===== src/rtl/serial_tx_pkg.sv =====
// Shared types and width helpers for the serial transmit controller.
package serial_tx_pkg;

    typedef enum logic [1:0] {
        IDLE  = 2'b00,
        SHIFT = 2'b01,
        LATCH = 2'b10
    } tx_state_t;

    localparam int MIN_CNT_W = 1;

    // Counter width that still holds n-1, never narrower than one bit.
    function automatic int cnt_width(input int n);
        return (n > 1) ? $clog2(n) : MIN_CNT_W;
    endfunction

endpackage


===== src/rtl/serial_tx_tick.sv =====
// Down-counting divider: tick is high for one cycle out of every CLK_DIV.
module serial_tx_tick
    import serial_tx_pkg::*;
#(
    parameter int CLK_DIV = 4
) (
    input  logic clk,
    input  logic rst,
    input  logic clear,
    output logic tick
);

    localparam int DW = cnt_width(CLK_DIV);
    localparam logic [DW-1:0] RELOAD = DW'(CLK_DIV - 1);

    logic [DW-1:0] div_cnt;

    always_ff @(posedge clk) begin
        if (rst) begin
            div_cnt <= '0;
        end else if (clear || div_cnt == '0) begin
            div_cnt <= RELOAD;
        end else begin
            div_cnt <= div_cnt - 1'b1;
        end
    end

    assign tick = (div_cnt == '0);

endmodule


===== src/rtl/serial_tx_ctrl.sv =====
// Parallel-to-serial transmitter: MSB-first on a divided sclk, then a latch strobe.
//   state | meaning
//   IDLE  | waiting for start, divider held at reload, sclk/slatch low
//   SHIFT | shifting bits out, phase 0 = sclk low, phase 1 = sclk high
//   LATCH | slatch high for one divider period, then done pulse in IDLE
module serial_tx_ctrl
    import serial_tx_pkg::*;
#(
    parameter int WIDTH   = 16,
    parameter int CLK_DIV = 4
) (
    input  logic             clk,
    input  logic             rst,
    input  logic             start,
    input  logic [WIDTH-1:0] data,
    output logic             busy,
    output logic             done,
    output logic             sclk,
    output logic             sdata,
    output logic             slatch
);

    localparam int BW = cnt_width(WIDTH);
    localparam logic [BW-1:0] LAST_BIT = BW'(WIDTH - 1);

    tx_state_t        state;
    logic [WIDTH-1:0] shreg;
    logic [BW-1:0]    bit_cnt;
    logic             phase;
    logic             tick;

    // Divider is held in reload while idle, so the first tick lands CLK_DIV cycles after start.
    serial_tx_tick #(.CLK_DIV(CLK_DIV)) u_tick (
        .clk   (clk),
        .rst   (rst),
        .clear (state == IDLE),
        .tick  (tick)
    );

    assign sdata = shreg[WIDTH-1];

    always_ff @(posedge clk) begin
        if (rst) begin
            state   <= IDLE;
            shreg   <= '0;
            bit_cnt <= '0;
            phase   <= 1'b0;
            busy    <= 1'b0;
            done    <= 1'b0;
            sclk    <= 1'b0;
            slatch  <= 1'b0;
        end else begin
            done <= 1'b0;
            case (state)
                IDLE: begin
                    if (start) begin
                        shreg   <= data;
                        bit_cnt <= '0;
                        phase   <= 1'b0;
                        sclk    <= 1'b0;
                        busy    <= 1'b1;
                        state   <= SHIFT;
                    end
                end
                SHIFT: begin
                    if (tick) begin
                        if (!phase) begin
                            phase <= 1'b1;
                            sclk  <= 1'b1;
                        end else begin
                            phase <= 1'b0;
                            sclk  <= 1'b0;
                            shreg <= {shreg[WIDTH-2:0], 1'b0};
                            if (bit_cnt == LAST_BIT) begin
                                bit_cnt <= '0;
                                slatch  <= 1'b1;
                                state   <= LATCH;
                            end else begin
                                bit_cnt <= bit_cnt + 1'b1;
                            end
                        end
                    end
                end
                LATCH: begin
                    if (tick) begin
                        slatch <= 1'b0;
                        busy   <= 1'b0;
                        done   <= 1'b1;
                        state  <= IDLE;
                    end
                end
                default: begin
                    state  <= IDLE;
                    busy   <= 1'b0;
                    sclk   <= 1'b0;
                    slatch <= 1'b0;
                end
            endcase
        end
    end

endmodule


===== config.mk =====
export PLATFORM = sky130hd
export DESIGN_NAME = serial_tx_ctrl
export DESIGN_NICKNAME = d
export VERILOG_FILES = /design/src/rtl/serial_tx_pkg.sv /design/src/rtl/serial_tx_tick.sv /design/src/rtl/serial_tx_ctrl.sv
export SDC_FILE = /design/constraint.sdc
export NUM_CORES = 1
export LEC_CHECK = 0
export ABC_AREA = 1
export BUFFER_PORTS_ARGS = -buffer_cell sky130_fd_sc_hd__buf_4
export CORE_MARGIN = 4
export CORE_UTILIZATION = 55
export CTS_CLUSTER_DIAMETER = 120
export DETAILED_ROUTE_END_ITERATION = 8
export MAX_ROUTING_LAYER = met4
export PLACE_DENSITY = 0.8
export SYNTH_ARGS = -nofsm -noshare
export SYNTH_HDL_FRONTEND = slang
export SYNTH_SLANG_ARGS = --single-unit
export TNS_END_PERCENT = 5

===== constraint.sdc =====
create_clock -name clk -period 3.9 [get_ports clk]
set_input_delay 0.78 -clock clk [delete_from_list [all_inputs] [get_ports clk]]
set_output_delay 0.78 -clock clk [all_outputs]
set_load 0.05 [all_outputs]

Word-level counts from Yosys, hierarchy flattened
Index checks and enable logic that the tools add are counted.
{"block": "op_classes", "add_sub_neg": 2, "mul": 0, "div": 0, "order_cmp": 0, "eq_ne": 8, "shifts": 0, "n_mux": 29, "bitwise": 3, "n_reduce_logical": 11}
{"cell": "$mux W16", "n": 3}
{"cell": "$pmux W16 S2", "n": 1}
{"cell": "$mux W4", "n": 4}
{"cell": "$mux W2", "n": 6}
{"cell": "$ne A2 B2 Y1 const B", "n": 5}
{"cell": "$reduce_and A5 Y1", "n": 2}
{"cell": "$mux W1", "n": 9}
{"cell": "$pmux W1 S3", "n": 3}
{"cell": "$reduce_and A3 Y1", "n": 3}
{"cell": "$pmux W4 S2", "n": 1}
{"cell": "$pmux W2 S3", "n": 1}
{"cell": "$add A4 B1 Y4 const B", "n": 1}
{"cell": "$eq A4 B4 Y1 const B", "n": 1}
{"cell": "$logic_not A2 Y1", "n": 2}
{"cell": "$reduce_and A4 Y1", "n": 1}
{"cell": "$not A1 Y1", "n": 3}
{"cell": "$eq A2 B1 Y1 const B", "n": 1}
{"cell": "$eq A2 B2 Y1 const B", "n": 1}
{"cell": "$pmux W1 S2", "n": 1}
{"cell": "$reduce_bool A2 Y1", "n": 1}
{"cell": "$reduce_or A2 Y1", "n": 1}
{"cell": "$sub A2 B1 Y2 const B", "n": 1}
{"cell": "$logic_or A1 B1 Y1", "n": 1}
{"block": "totals", "register_bits": 29, "latchBits": 0, "ramBits": 0, "rom_bits": 0, "out_inout_bits": 5, "wordCells": 62, "n_memories": 0}

Longest topological paths before layout
Gate-level depths: netlist of the first run.
{"block": "depth", "depth_word": 5, "ltp_mapped": 9, "depth_no_buf": 9}

Hierarchy
A second synthesis of the first run with hierarchy kept.
{"block": "hier_totals", "cells_unflattened": 207, "area_unflattened_um2": 1363.8}
{"module": "serial_tx_ctrl", "instances": 1, "cells_per_inst": 199, "area_each_um2": 1290.0, "seq_area_each_um2": 540.5}
{"module": "serial_tx_tick", "instances": 1, "cells_per_inst": 8, "area_each_um2": 73.8, "seq_area_each_um2": 40.0}

Worst setup path after synthesis of the first run
Ideal clock, no wire load.
{"block": "synth_path", "path_type": "input to register", "from": "input start", "to": "register shreg[15]", "setup_ns": 0.064, "arrival_time_ns": 1.385, "required_time_ns": 3.836, "path_slack_ns": 2.451, "stages": 7, "path_cell_list": "inv_1 > nand2_4 > nand2_4 > nor2_8 > buf_6 > nor2_1 > nor2_1"}
{"block": "synth_between", "elab_chain_cells": 2}
{"element": "start: declaration", "line_no": "serial_tx_ctrl.sv:14", "rtl": "input logic start,"}
{"element": "$ne A2 B2 Y1 (no source line)"}
{"element": "$reduce_and A4 Y1 (no source line)"}
{"element": "end signal: assignment", "line_no": "serial_tx_ctrl.sv:57", "rtl": "shreg <= data;"}
{"element": "end signal: assignment", "line_no": "serial_tx_ctrl.sv:73", "rtl": "shreg <= {shreg[WIDTH-2:0], 1'b0};"}
{"element": "end: declaration", "line_no": "serial_tx_ctrl.sv:27", "rtl": "logic [WIDTH-1:0] shreg;"}
No other way between the ends.
A chain may end at the register's enable or synchronous reset.

Worst setup path after layout of the first run
{"block": "layout_path", "from": "register state[1]", "to": "register shreg[5]"}
{"block": "layout_between", "elab_chain_cells": 3, "word_cells_on_any_way": 8, "classes_between": "4 x eq/ne; 1 x mux; 3 x reduce/logical"}
{"element": "start: declaration", "line_no": "serial_tx_ctrl.sv:26", "rtl": "tx_state_t state;"}
{"element": "start signal: assignment", "line_no": "serial_tx_ctrl.sv:44", "rtl": "state <= IDLE;"}
{"element": "start signal: assignment", "line_no": "serial_tx_ctrl.sv:62", "rtl": "state <= SHIFT;"}
{"element": "start signal: assignment", "line_no": "serial_tx_ctrl.sv:77", "rtl": "state <= LATCH;"}
{"element": "$eq A2 B1 Y1 or $logic_not A2 Y1 (tied branches)", "line_no": "serial_tx_ctrl.sv:54", "rtl": "case (state)"}
{"element": "$ne A2 B2 Y1 (no source line) or $reduce_bool A2 Y1 (tied branches)"}
{"element": "$reduce_and A4 Y1 (no source line)"}
Parallel ways exist; a longest one is shown, timed or not.

==> flow_metrics.py, run 1 <==
metrics = {
    "detailed_routing": {
        "ant_nets": 0,
        "drt-vias-per-instance": 5.057,
        "route.detailed.drc": 0,
        "routed_wl_mm": 2.868,
        "wl_per_cell_um": 10.95,
        "firstDrtPassIters": 5,
        "vias": 1325,
        "drt_iter0_markers": 55,
    },
    "global_route": {
        "grt_pass1_vias": 1103,
        "grtUsageTotal": 0.1809,
        "overflow": 0,
        "grt_antenna_before_repair": 0,
        "grt_start_max_net_pins": 24,
        "grt_pass1_wl_mm": 4.795,
    },
    "cells_and_area": {
        "fillers": 242,
        "layout_commonest_cell": "nand2_1",
        "final_cells": 262,
        "areaGrowthSynthToFinish_pct": 12.08,
        "layout_common_cells": "65 x nand2_1, 41 x nor2_1, 29 x dfxtp_1, 23 x buf_4, 16 x o21ai_0",
        "n_antenna_cell": 0,
        "final_core_util": 0.6582,
        "drive_above_1_share": 0.1681,
        "fin_nets": 255,
    },
    "worst_setup_path": {
        "worstPathArrival_ns": 2.15,
        "cp_max_fo": 20,
        "crit_path_end_kind": "register",
        "reg2reg_from": "state[1]",
        "cp.required_ns": 4.12,
        "critical_path.startpoint": "state[1]",
        "critical_path.startpoint_type": "register",
        "critPathKind": "reg -> reg",
    },
    "sta": {
        "finalSetupTns_ns": 0,
        "worstMarginPinSlew_ns": 0.6481,
        "finalSetupViolations": 0,
        "slew_headroom": 0.5667,
        "fin_skew_ns": 0.005691,
        "rsz0062_at_grt": "false",
        "max_freq_mhz": 516.3,
        "period_share": 0.4966,
        "maxSlewViolCount": 0,
        "finalHoldViolCount": 0,
        "period_needed_ns": 1.937,
    },
    "die": {
        "ioPinCount": 24,
        "die_height_um": 59.90,
        "initial_core_util": 0.5873,
        "die_x_um": 59.90,
        "core_um2": 2522,
        "placementRows": 18,
        "die_area_um2": 3588,
    },
    "cts": {
        "clock_path_buffers": 2,
        "cts_buffers": 5,
        "htree_levels": 2,
        "cts_sinks": 29,
        "cts_setup_buffers": 0,
        "clk_latency_ns": 0.32,
        "hold_buffers": 0,
        "clk_pin_slew_ns": 0.09,
        "ctsResizeCount": 0,
        "clock-root-buffer": "clkbuf_4",
        "cts_tree": "yes",
    },
    "logic_synthesis": {
        "yosysUniqueCellTypes": 25,
        "synthAdderAreaFrac": 0.02534,
        "synth_top_family_by_area": "simple AND/OR/NAND/NOR gates",
        "ys_ff_latch": 29,
        "syn_area_per_cell_um2": 6.988,
        "synthSimpleGateAreaFrac": 0.3826,
        "synth_mux_area_frac": 0,
        "synthCells": 212,
        "synth_compound_area_frac": 0.1056,
        "synthXorXnorAreaFrac": 0.005912,
        "synth_nets": 234,
        "ys_seq_area_frac": 0.3919,
        "yosys_warnings": 0,
        "mappedNetlistArea_um2": 1481,
    },
    "placement": {
        "port_buffers": 23,
        "dp_hpwl_mm": 1.963,
        "dp_cells": 256,
        "place.gp.congestion": 0.8978,
    },
    "pwr": {
        "p_leak_nw": 0.8126,
        "total_power_mw": 1.430,
        "irDropWorstVdd_mv": 0.6929,
        "p_per_area_nw_per_um2": 861.0,
    },
    "min_path": {
        "hold_start": "slatch",
        "hp-class": "reg -> reg",
    },
    "status": {
        "status": "finished, final reports clean",
    },
    "run": {
        "drv_cap": 0,
    },
}
## layout make-up
cell class	instances	area [um^2]	share of cell area
sequential	29	580.6	0.3497
clock inverter	1	5.005	0.003014
tap	30	37.54	0.02261
clock buffer	5	37.54	0.02261
timing repair buffer	23	172.7	0.1040
multi-input combinational	160	769.5	0.4635
inverter	14	57.56	0.03466
## metal layers
layer | track usage | vias up | part of all wire | wire (um)
met5 | - | - | 0 | 0
met4 | 0.07595 | 0 | 0.020 | 57
met3 | 0.03888 | 8 | 0.065 | 186
met2 | 0.2639 | 36 | 0.42 | 1211
met1 | 0.2407 | 568 | 0.49 | 1411
li1 | - | 713 | - | -
## logic make-up after synthesis
kind of cell	count (synthesis)
compound gates	30
xor+xnor	1
fa+ha+maj	3
buf+inv	23
flops	29
simple gates	126
## cells in the mapped netlist (all sizes together)
cell	n	area [um^2]
nand2	68	272.8
nor3	1	5.000
buf	8	70.06
dfxtp	29	580.6
o31ai	1	7.510
inv	14	57.55
nand4	3	18.77
a21oi	9	45.04
clkbuf	1	3.750
ha	3	37.54
o21ai	20	103.9
xnor2	1	8.760
nand3	9	57.56
nor2	44	205.2
nand3b	1	7.510
## worst max-delay path, stage by stage (launching register included)
cell and delay (ns):
dfxtp_1 0.65, inv_4 0.13, nand3_1 0.11, nand3_1 0.47, o21ai_0 0.39, nor2_1 0.08
## state kept, by name, indices dropped and copies added, names as in the netlist
name,flops
u_tick.div_cnt,2
done,1
bit_cnt,4
sclk,1
shreg,16
phase,1
slatch,1
state,2
busy,1
## power by group
group	leakage, nW	switching [mW]	total (mW)	internal, mW
clock network	0.0269	0.0957	0.158	0.0623
logic	0.546	0.491	0.741	0.249
registers	0.240	0.106	0.531	0.425
## metrics by stage
stage	cell area, um^2	setup WS (ns)	hold WS [ns]
CTS	1660	1.941	0.4557
finish	1660	1.963	0.4522
detailed placement	1618	1.796	0.4434
global route	1660	1.789	0.4818
floorplan	1481	2.451	0.4331
global placement	1618	1.877	0.4419
## worst paths after layout
path	endpoint	slack, ns	cells after the start
worst max-delay path	shreg[5]	1.96	5
worst min-delay path	slatch	0.45	2
worst max register to register	shreg[5]	1.96	5
worst min register to register	slatch	0.45	2
No activity file was read; power rests on OpenSTA's default activity.
==> run 2: changes to the inputs <==
--- a/config.mk
+++ b/config.mk
@@ -5,7 +5,7 @@
 export SDC_FILE = /design/constraint.sdc
 export NUM_CORES = 1
 export LEC_CHECK = 0
-export ABC_AREA = 1
+export ABC_AREA = 0
 export BUFFER_PORTS_ARGS = -buffer_cell sky130_fd_sc_hd__buf_4
 export CORE_MARGIN = 4
 export CORE_UTILIZATION = 55
==> constraint.sdc (replaced) <==
create_clock -name clk -period 2.03 [get_ports clk]
set_input_delay 0.406 -clock clk [delete_from_list [all_inputs] [get_ports clk]]
set_output_delay 0.406 -clock clk [all_outputs]
set_load 0.05 [all_outputs]
==> run 2 against run 1 <==
Compared with the run above:
- count of clock-buffer cells in the layout grew 2
- design area up 1.2%
- setup slack got worse by 1.6 ns
- maximum frequency up 16%
- clock skew fell by 0.0011 ns
- critical endpoint is now bit_cnt[3]
- largest power group is now sequential cells
- highest routed layer unchanged
==> flow_metrics.py, run 2 <==
metrics = {
    "sta": {
        "max_freq_mhz": 600.8,
        "setup_ws_ns": 0.3656,
        "finalHoldViolCount": 0,
        "fin_skew_ns": 0.004630,
        "hold_slack_ns": 0.3340,
        "period_needed_ns": 1.664,
        "maxSlewViolCount": 0,
        "finalSetupTns_ns": 0,
        "finalSetupViolations": 0,
        "slew_headroom": 0.5891,
        "rsz0062_at_grt": "false",
        "period_share": 0.8199,
        "worstMarginPinSlew_ns": 0.6157,
    },
    "min_path": {
        "hp-class": "in -> reg",
    },
    "cells_and_area": {
        "areaGrowthSynthToFinish_pct": 14.79,
        "layout_common_cells": "29 x dfxtp_1, 27 x buf_4, 16 x nor3_1, 15 x mux2i_1",
        "reg_top3": "shreg (16), bit_cnt (4)",
        "layout_commonest_cell": "dfxtp_1",
        "fin_area_um2": 1680,
        "regMostFlops": "shreg",
        "final_cells": 200,
        "multiInputGateArea_um2": 793.3,
        "n_antenna_cell": 0,
        "fillers": 192,
        "ff_latch_area_um2": 580.6,
        "largest_register_ffs": 16,
        "fin_nets": 192,
        "final_core_util": 0.6722,
        "drive_above_1_share": 0.2765,
    },
    "logic_synthesis": {
        "yosysTopAreaCell": "dfxtp_1",
        "synthCells": 148,
        "ys_ff_latch": 29,
        "synth_edf_count": 0,
        "yosysUniqueCellTypes": 35,
        "synth-async-reset-ratio": 0,
        "yosys_warnings": 0,
        "synthTopCellsByArea": "dfxtp_1 40%, mux2i_1 10%, a211oi_2 7.7%",
        "ys_top_cells_by_count": "29 x dfxtp_1, 16 x nor3_1, 15 x mux2i_1",
        "synth_flop_cell": "dfxtp_1",
        "synth_top_area_frac": 0.3966,
        "syn_area_per_cell_um2": 9.891,
        "ys_seq_area_frac": 0.3966,
        "mappedNetlistArea_um2": 1464,
        "synth_nets": 170,
        "yosysMostFrequentCell": "dfxtp_1",
    },
    "cts": {
        "clock-root-buffer": "clkbuf_4",
        "clk_latency_ns": 0.33,
        "ctsResizeCount": 0,
        "hold_buffers": 0,
        "htree_levels": 2,
        "cts_tree": "yes",
        "clk_pin_slew_ns": 0.08,
        "clock_path_buffers": 2,
        "cts_sinks": 29,
        "cts_setup_buffers": 0,
        "cts_buffers": 5,
    },
    "worst_setup_path": {
        "critPathKind": "reg -> reg",
        "cp_max_fo": 10,
        "worstPathArrival_ns": 1.91,
        "critical_path.startpoint_type": "register",
        "cp.required_ns": 2.28,
        "crit_path_end_kind": "register",
    },
    "pwr": {
        "irDropWorstVdd_mv": 0.5423,
        "p_per_area_nw_per_um2": 705.2,
        "pwr-share-comb": 0.176,
        "p_clk_frac": 0.294,
        "sw_frac_of_total": 0.2714,
        "power.switching_mw": 0.3217,
        "total_power_mw": 1.185,
        "p_leak_nw": 0.6992,
        "internal_power_mw": 0.8634,
        "seqPwrFrac": 0.531,
    },
    "global_route": {
        "grt_antenna_before_repair": 0,
        "grt_pass1_vias": 1172,
        "grt_start_max_net_pins": 30,
        "grt_pass1_wl_mm": 4.988,
        "overflow": 0,
        "grtUsageTotal": 0.1948,
    },
    "placement": {
        "dp_slack_ns": 0.3957,
        "place.gp.congestion": 0.8899,
        "dp_hpwl_mm": 2.035,
        "placedInstanceArea_um2": 1625,
        "port_buffers": 23,
        "dp_cells": 193,
    },
    "die": {
        "ioPinCount": 24,
        "die_area_um2": 3551,
        "core_um2": 2500,
        "initial_core_util": 0.5856,
        "placementRows": 18,
        "die_height_um": 59.59,
        "die_x_um": 59.59,
    },
    "detailed_routing": {
        "firstDrtPassIters": 4,
        "drt_iter0_markers": 27,
        "ant_nets": 0,
        "route.detailed.drc": 0,
        "drt-vias-per-instance": 5.835,
        "wl_per_cell_um": 14.45,
        "routed_wl_mm": 2.889,
        "vias": 1167,
    },
    "run": {
        "drv_cap": 0,
    },
    "status": {
        "status": "finished, final reports clean",
    },
}
run 2: worst paths after layout:
kind | start | endpoint | cells after the start | slack, ns
worst max-delay path | u_tick.div_cnt[0] | bit_cnt[3] | 6 | 0.37
worst min-delay path | data[0] | shreg[0] | 3 | 0.33
worst max register to register | u_tick.div_cnt[0] | bit_cnt[3] | 6 | 0.37
worst min register to register | u_tick.div_cnt[0] | u_tick.div_cnt[0] | 1 | 0.44
run 2: cell families (layout without fill, tap and decap cells):
kind of cell / count (synthesis) / count (layout) / share of synthesized area
simple gates: 53 / 53 / 0.2222
mux: 15 / 15 / 0.1026
fa+ha+maj: 3 / 3 / 0.02564
compound gates: 33 / 33 / 0.1915
buf+inv: 15 / 37 / 0.06153
flops: 29 / 29 / 0.3966
run 2: area by class of cell:
cell class,instances,area share
timing repair buffer,27,0.1206
clock buffer,7,0.03276
sequential,29,0.3455
inverter,3,0.006701
multi-input combinational,104,0.4721
tap,30,0.02234
run 2: power groups by stage:
stage	Clock, mW	Combinational, mW	Sequential, mW
final	0.348	0.208	0.629
after floorplan	0	0.146	0.648
after global routing	0.389	0.230	0.633
after global placement	0	0.202	0.640
after CTS	0.363	0.210	0.629
after detailed placement	0	0.209	0.642
run 2: critical path, stage by stage, from the launching register on:
cell,delay (ns)
dfxtp_1,0.32
inv_1,0.07
ha_1,0.38
and4b_1,0.27
buf_4,0.17
a41oi_2,0.13
a311oi_2,0.24
run 2: routing by layer:
| metal | GRT usage | share of wire |
|---|---|---|
| met1 | 0.2227 | 0.47 |
| met4 | 0.09494 | 0.021 |
| met2 | 0.2917 | 0.45 |
| met3 | 0.08279 | 0.054 |
| met5 | - | 0 |
